<file path="src/rtl/spi_ram_burst.sv">
// SPI-side RAM with independent read/write pointers, optional burst auto-increment,
// address-range checking and a sticky command-error flag.
module spi_ram_burst #(
    parameter int MEM_WIDTH = 8,
    parameter int MEM_DEPTH = 256,
    parameter int ADDR_SIZE = 8,
    parameter int AUTO_INC  = 1
) (
    input  logic                 clk,
    input  logic                 rst,
    input  logic                 rx_valid,
    input  logic [MEM_WIDTH+1:0] din,
    output logic [MEM_WIDTH-1:0] dout,
    output logic                 tx_valid,
    output logic                 cmd_err
);

    typedef enum logic [1:0] {
        WR_ADDR = 2'b00,
        WR_DATA = 2'b01,
        RD_ADDR = 2'b10,
        RD_DATA = 2'b11
    } cmd_t;

    localparam logic [ADDR_SIZE-1:0] LAST    = ADDR_SIZE'(MEM_DEPTH - 1);
    localparam logic [ADDR_SIZE:0]   DEPTH_W = (ADDR_SIZE + 1)'(MEM_DEPTH);

    logic [MEM_WIDTH-1:0] mem [MEM_DEPTH];

    logic [ADDR_SIZE-1:0] wr_ptr;
    logic [ADDR_SIZE-1:0] rd_ptr;
    logic                 wr_armed;
    logic                 rd_armed;

    cmd_t                 cmd;
    logic [ADDR_SIZE-1:0] addr;
    logic [MEM_WIDTH-1:0] payload;
    logic                 addr_ok;
    logic [ADDR_SIZE-1:0] wr_next;
    logic [ADDR_SIZE-1:0] rd_next;
    logic                 wr_fire;

    always_comb begin
        cmd     = cmd_t'(din[MEM_WIDTH+1:MEM_WIDTH]);
        payload = din[MEM_WIDTH-1:0];
        addr    = din[ADDR_SIZE-1:0];
        // One extra bit so a full 2**ADDR_SIZE depth still compares correctly.
        addr_ok = ({1'b0, addr} < DEPTH_W);
        wr_next = (wr_ptr == LAST) ? '0 : wr_ptr + 1'b1;
        rd_next = (rd_ptr == LAST) ? '0 : rd_ptr + 1'b1;
        wr_fire = rx_valid && (cmd == WR_DATA) && wr_armed;
    end

    // Contents are deliberately not reset so the array maps onto RAM.
    always_ff @(posedge clk) begin
        if (!rst && wr_fire) begin
            mem[wr_ptr] <= payload;
        end
    end

    always_ff @(posedge clk) begin
        if (rst) begin
            dout     <= '0;
            tx_valid <= 1'b0;
            cmd_err  <= 1'b0;
            wr_ptr   <= '0;
            rd_ptr   <= '0;
            wr_armed <= 1'b0;
            rd_armed <= 1'b0;
        end else begin
            tx_valid <= 1'b0;
            if (rx_valid) begin
                case (cmd)
                    WR_ADDR: begin
                        if (addr_ok) begin
                            wr_ptr   <= addr;
                            wr_armed <= 1'b1;
                        end else begin
                            cmd_err <= 1'b1;
                        end
                    end
                    WR_DATA: begin
                        if (wr_armed) begin
                            if (AUTO_INC != 0) wr_ptr <= wr_next;
                        end else begin
                            cmd_err <= 1'b1;
                        end
                    end
                    RD_ADDR: begin
                        if (addr_ok) begin
                            rd_ptr   <= addr;
                            rd_armed <= 1'b1;
                        end else begin
                            cmd_err <= 1'b1;
                        end
                    end
                    RD_DATA: begin
                        if (rd_armed) begin
                            dout     <= mem[rd_ptr];
                            tx_valid <= 1'b1;
                            if (AUTO_INC != 0) rd_ptr <= rd_next;
                        end else begin
                            cmd_err <= 1'b1;
                        end
                    end
                endcase
            end
        end
    end

endmodule

</file>
<file path="config.mk">
export PLATFORM = sky130hd
export DESIGN_NAME = spi_ram_burst
export DESIGN_NICKNAME = d
export VERILOG_FILES = /design/src/rtl/spi_ram_burst.sv
export SDC_FILE = /design/constraint.sdc
export NUM_CORES = 2
export LEC_CHECK = 0
export CORE_MARGIN = 2
export CORE_UTILIZATION = 30
export DETAILED_ROUTE_END_ITERATION = 7
export GPL_ROUTABILITY_DRIVEN = 0
export HOLD_SLACK_MARGIN = 0.02
export MAX_ROUTING_LAYER = met4
export PLACE_DENSITY = 0.42
export SYNTH_ARGS = -nofsm -noshare
export SYNTH_HDL_FRONTEND = slang
export SYNTH_SLANG_ARGS = --single-unit
</file>
<file path="constraint.sdc">
create_clock -name clk -period 4.08 [get_ports clk]
set_clock_uncertainty 0.15 [all_clocks]
set_input_delay 0.816 -clock clk [delete_from_list [all_inputs] [get_ports clk]]
set_output_delay 0.816 -clock clk [all_outputs]
set_load 0.02 [all_outputs]
</file>
; ---- Word level (Yosys, flattened, before mapping)
; Memories as Yosys holds them, arrays and structs flattened. A register that Yosys moved wholly into a read port is not among the register bits.
; Cells that the tools add are included.
[totals]
wordCells = 48
ram_bits = 2048
reg_bits = 20
memories = 1
inputBits = 13
[memory_table]
columns = memory, depth, width, read_ports, rd_clocked_by_memory_dff, wr, line_no
row1 = mem, 256, 8, 1, 1, 1, 28  ; logic [MEM_WIDTH-1:0] mem [MEM_DEPTH];
[classes]
n_addsub = 2
reduce_logical = 15
bitwise = 3
n_eq_ne = 9
muxes = 12
[ops]
columns = operator, count
row1 = 8-bit 2-to-1 mux, 4
row2 = 8-bit one-hot mux with 2 select lines, 2
row3 = 8-bit by 1-bit adder with 8-bit output (second input constant), 2
row4 = 8-bit equality test (second input constant), 2
row5 = 3-bit AND reduction, 3
row6 = 2-bit != test (second input constant), 4
row7 = 1-bit 2-to-1 mux, 5
row8 = 2-bit equality test (second input constant), 2
row9 = 2-bit AND reduction, 2
row10 = 4-bit AND reduction, 1
row11 = 2-bit nonzero test, 2
row12 = 1-bit logical AND, 3
row13 = 1-bit NOT, 3
row14 = 3-bit OR reduction, 1
row15 = 2-bit by 1-bit equality test with 1-bit output (second input constant), 1
row16 = 2-bit zero test, 1
row17 = 1-bit one-hot mux with 2 select lines, 1
row18 = 2-bit OR reduction, 1
row19 = 1-bit zero test, 1

; ---- Longest topological paths before layout
[logic_depth]
ltp_word = 6
ltp_mapped = 13

; ---- Worst setup path after synthesis
; OpenSTA, ideal clock, no wires.
[synth_timing]
path_type = input-to-reg
startpoint = input port din[8]
endpoint = memory mem[100][0] (enable)
arrival_ns = 2.887
required_ns = 3.560
path_slack_ns = 0.673
n_path_buf = 3
path_stages = 7
path_cell_list = buf_2 -> nand2_1 -> nor4b_1 -> clkbuf_1 -> nand3_1 -> clkbuf_1 -> nor2_1
[synth_between]
elab_chain_cells = 6
[synth_lines]
columns = element, line_no
row1 = from (decl), 12  ; input logic [MEM_WIDTH+1:0] din,
row2 = 2-bit by 1-bit equality test with 1-bit output, 51  ; wr_fire = rx_valid && (cmd == WR_DATA) && wr_armed;
row3 = 1-bit logical AND (2 in a row), 51
row4 = 1-bit logical AND, 56  ; if (!rst && wr_fire) begin
row5 = 1-bit 2-to-1 mux, 56
row6 = 1-bit 2-to-1 mux (implied by the code), 57  ; mem[wr_ptr] <= payload;
row7 = to (decl), 28
; Every way passes these cells.

==> results.py <==
metrics = {
    "critical_path": {
        "cp_top_family": "compound AO/OA/AOI/OAI gates",
        "startpoint_type": "flop",
        "cpMostUsedCell": "buf_4",
        "slowest_delay_ps": 1310,
        "path_max_fanout": 22,
        "crit_type": "reg2reg",
        "cp-end-kind": "flop",
        "cp_slowest_cell": "a2111oi_0",
        "worstPathArrival_ps": 4580,
        "worstPathCellList": "buf_4 -> buf_4 -> buf_12 -> mux4_2 -> a2111oi_0 -> or4_1 -> nor4_1 -> a211o_1",
        "worstPathRequired_ps": 4680,
        "cp_num_buf_inv": 3,
    },
    "die": {
        "start_util_pct": 30.20,
        "rows": 190,
        "ioPinCount": 23,
        "die-width_um": 523.8,
        "fp.dieArea_um2": 274300,
        "fp.coreArea_um2": 268400,
        "die_height_um": 523.8,
    },
    "synth": {
        "ys_seq_elements": 2076,
        "synth_nets": 4042,
        "yosysSeqAreaShare_pct": 76.58,
        "ys.flop_type": "edfxtp_1",
        "synth_edf_count": 2048,
        "synth_area_per_cell_um2": 20.14,
        "postSynth.asyncResetShare_pct": 0,
        "syn_inst": 4024,
        "synthesis.area_um2": 81040,
        "ys_types": 64,
        "ys_warn_count": 0,
    },
    "timing": {
        "fmax_ghz": 0.2509,
        "hold_viol_final": 0,
        "finalSetupViolCount": 0,
        "period_needed_ps": 3985,
        "tightestPinTransition_ps": 1546,
        "period_share_pct": 97.67,
        "rsz0062_at_grt": "no",
        "relSlewSlack_pct": -5.765,
        "setup_ws_ps": 95.13,
        "timing.setup.tns_ps": 0,
        "drv_slew": 2,
    },
    "route": {
        "routed_wl_um": 232900,
        "vias": 41250,
        "wl_per_cell_um": 28.14,
        "final_antenna_net_count": 0,
        "drtIter0Drc": 3880,
        "first_pass_iters": 5,
        "viasPerCell": 4.983,
        "route.detailed.drc": 0,
    },
    "run": {
        "max_cap_violations": 1,
    },
    "clock_tree": {
        "hold_buffers": 0,
        "cts_root_buf": "clkbuf_16",
        "h-tree-depth": 4,
        "cts_tree": "built",
        "clk_pin_slew_worst_paths_ps": 60,
        "clk_latency_ps": 890,
        "post_cts_resized": 0,
        "cts_buffers": 225,
        "postCtsSetupBuffers": 0,
        "cts_sinks": 2076,
        "clockBufferDepth": 4,
    },
    "cells_and_area": {
        "fin_cells": 8278,
        "fill_cells": 24890,
        "syn2layout_area_growth_pct": 18.43,
        "drive_gt1_share_pct": 26.98,
        "final_core_util_pct": 35.76,
        "fin_nets": 4570,
    },
    "worst_hold_path": {
        "worst_hold_path_type": "in2reg",
    },
    "placed_design": {
        "io_buffer_count": 22,
        "place_inst": 7877,
        "post-place-ws_ps": -364.8,
        "dp_hpwl_um": 149500,
    },
    "global_route": {
        "grt_pass1_vias": 42130,
        "grt_max_degree": 120,
        "grt_usage_pct": 17.38,
        "antenna_found_initial": 7,
        "grt_overflow": 0,
        "grt_pass1_wl_um": 330600,
    },
    "pwr": {
        "ir_drop_v": 0.0003030,
        "power_uw": 45390,
        "power_density_nw_per_um2": 472.9,
        "leakagePower_uw": 0.02964,
    },
    "outcome": {
        "violations": "max-capacitance violations, max-slew violations",
        "status": "finished, violations left",
    },
}
cell usage in the layout, fill, tap and decap left out, drive strengths merged, types with 10 or more instances in the layout:
cell,n
a221oi,23
clkinv,91
nand2,142
o21ai,58
a211oi,23
and2,17
buf,533
edfxtp,2048
a211o,10
dfxtp,28
o22ai,93
a2111oi,13
clkdlybuf4s50,14
inv,13
mux2i,239
mux4,421
mux2,12
o221ai,54
bufinv,19
nand3,29
nor4,22
clkbuf,281
or3,10
o211ai,10
nor2,306
a21oi,66
nor3,38
path summary, 6_finish.rpt:
| kind | slack [ps] | startpoint | depth (start not counted) | endpoint |
|---|---|---|---|---|
| worst max-delay path | 100 | rd_ptr[0]$_SDFFE_PP0P_ | 8 | dout[2]$_SDFFE_PP0P_ |
| worst min-delay path | 260 | din[0] | 1 | mem[175][0]$_DFFE_PP_ |
| worst max register to register | 100 | rd_ptr[0]$_SDFFE_PP0P_ | 8 | dout[2]$_SDFFE_PP0P_ |
| worst min register to register | 330 | cmd_err$_SDFFE_PP0P_ | 2 | cmd_err$_SDFFE_PP0P_ |
cell families after synthesis:
kind of cell | synth area share, %
muxes | 14.86
AOI/OAI and AO/OA | 3.429
and+or+nand+nor | 3.267
adders and majority gates | 0.07719
buffers and inverters | 1.786
DFF | 76.58
synth_stat cells (15+ instances only):
library cell / instances / area share (%)
dfxtp_1: 28 / 0.69
buf_2: 44 / 0.27
nand2_1: 142 / 0.66
nor4_1: 22 / 0.17
edfxtp_1: 2048 / 76
buf_1: 19 / 0.088
nor2_1: 306 / 1.4
buf_6: 25 / 0.35
o21ai_0: 58 / 0.36
o22ai_1: 93 / 0.72
mux2i_1: 239 / 3.0
o221ai_1: 54 / 0.58
buf_4: 41 / 0.38
clkbuf_1: 108 / 0.50
a21oi_1: 66 / 0.41
a211oi_1: 23 / 0.21
nand3_1: 29 / 0.18
mux4_2: 411 / 11
nor3_1: 38 / 0.23
a221oi_1: 23 / 0.25
and2_1: 15 / 0.12
metal layers:
metal  routed length, um  global-route usage (%)  share of wire (%)  vias to the layer above
met5                   0                       -                  0                        -
met4                4162                   3.177                1.8                        0
met3               10490                   2.618                4.5                      282
met2              112100                   27.42                 48                      935
met1              106100                   24.06                 46                    22290
li1                    -                       -                  -                    17740
metrics by stage:
step | cell area, um^2 | hold slack (ps)
3_3_place_gp | 88990 | 325.5
2_1_floorplan | 81040 | 311.7
6_report | 95980 | 255.3
3_5_place_dp | 88990 | 328.2
4_1_cts | 95970 | 205.7
5_1_grt | 95980 | 216.8
power by group:
group          total [uW]  leakage [uW]  internal, uW  switching, uW
clock               19700       0.00341         11400           8360
sequential          23500        0.0186         23400           31.1
combinational        2200       0.00760           818           1380
total               45400        0.0296         35600           9770
registers in the layout (all words and copies together), names as in the netlist:
| name | cells |
|---|---|
| cmd_err | 1 |
| dout | 8 |
| wr_armed | 1 |
| tx_valid | 1 |
| wr_ptr | 8 |
| mem | 2048 |
| rd_armed | 1 |
| rd_ptr | 8 |
area by class of cell:
cell class                      instances  area [um^2]  share of cell area (%)
Multi-Input combinational cell       1693        17620                   18.36
Antenna cell                            1        2.502                0.002607
Tap cell                             3552         4444                   4.630
Clock buffer                          281         5904                   6.152
Inverter                                9        38.79                 0.04041
Sequential cell                      2076        62080                   64.68
Timing Repair Buffer                  547         4815                   5.016
Clock inverter                        119         1080                   1.125
Power figures use the tool's default switching activity.
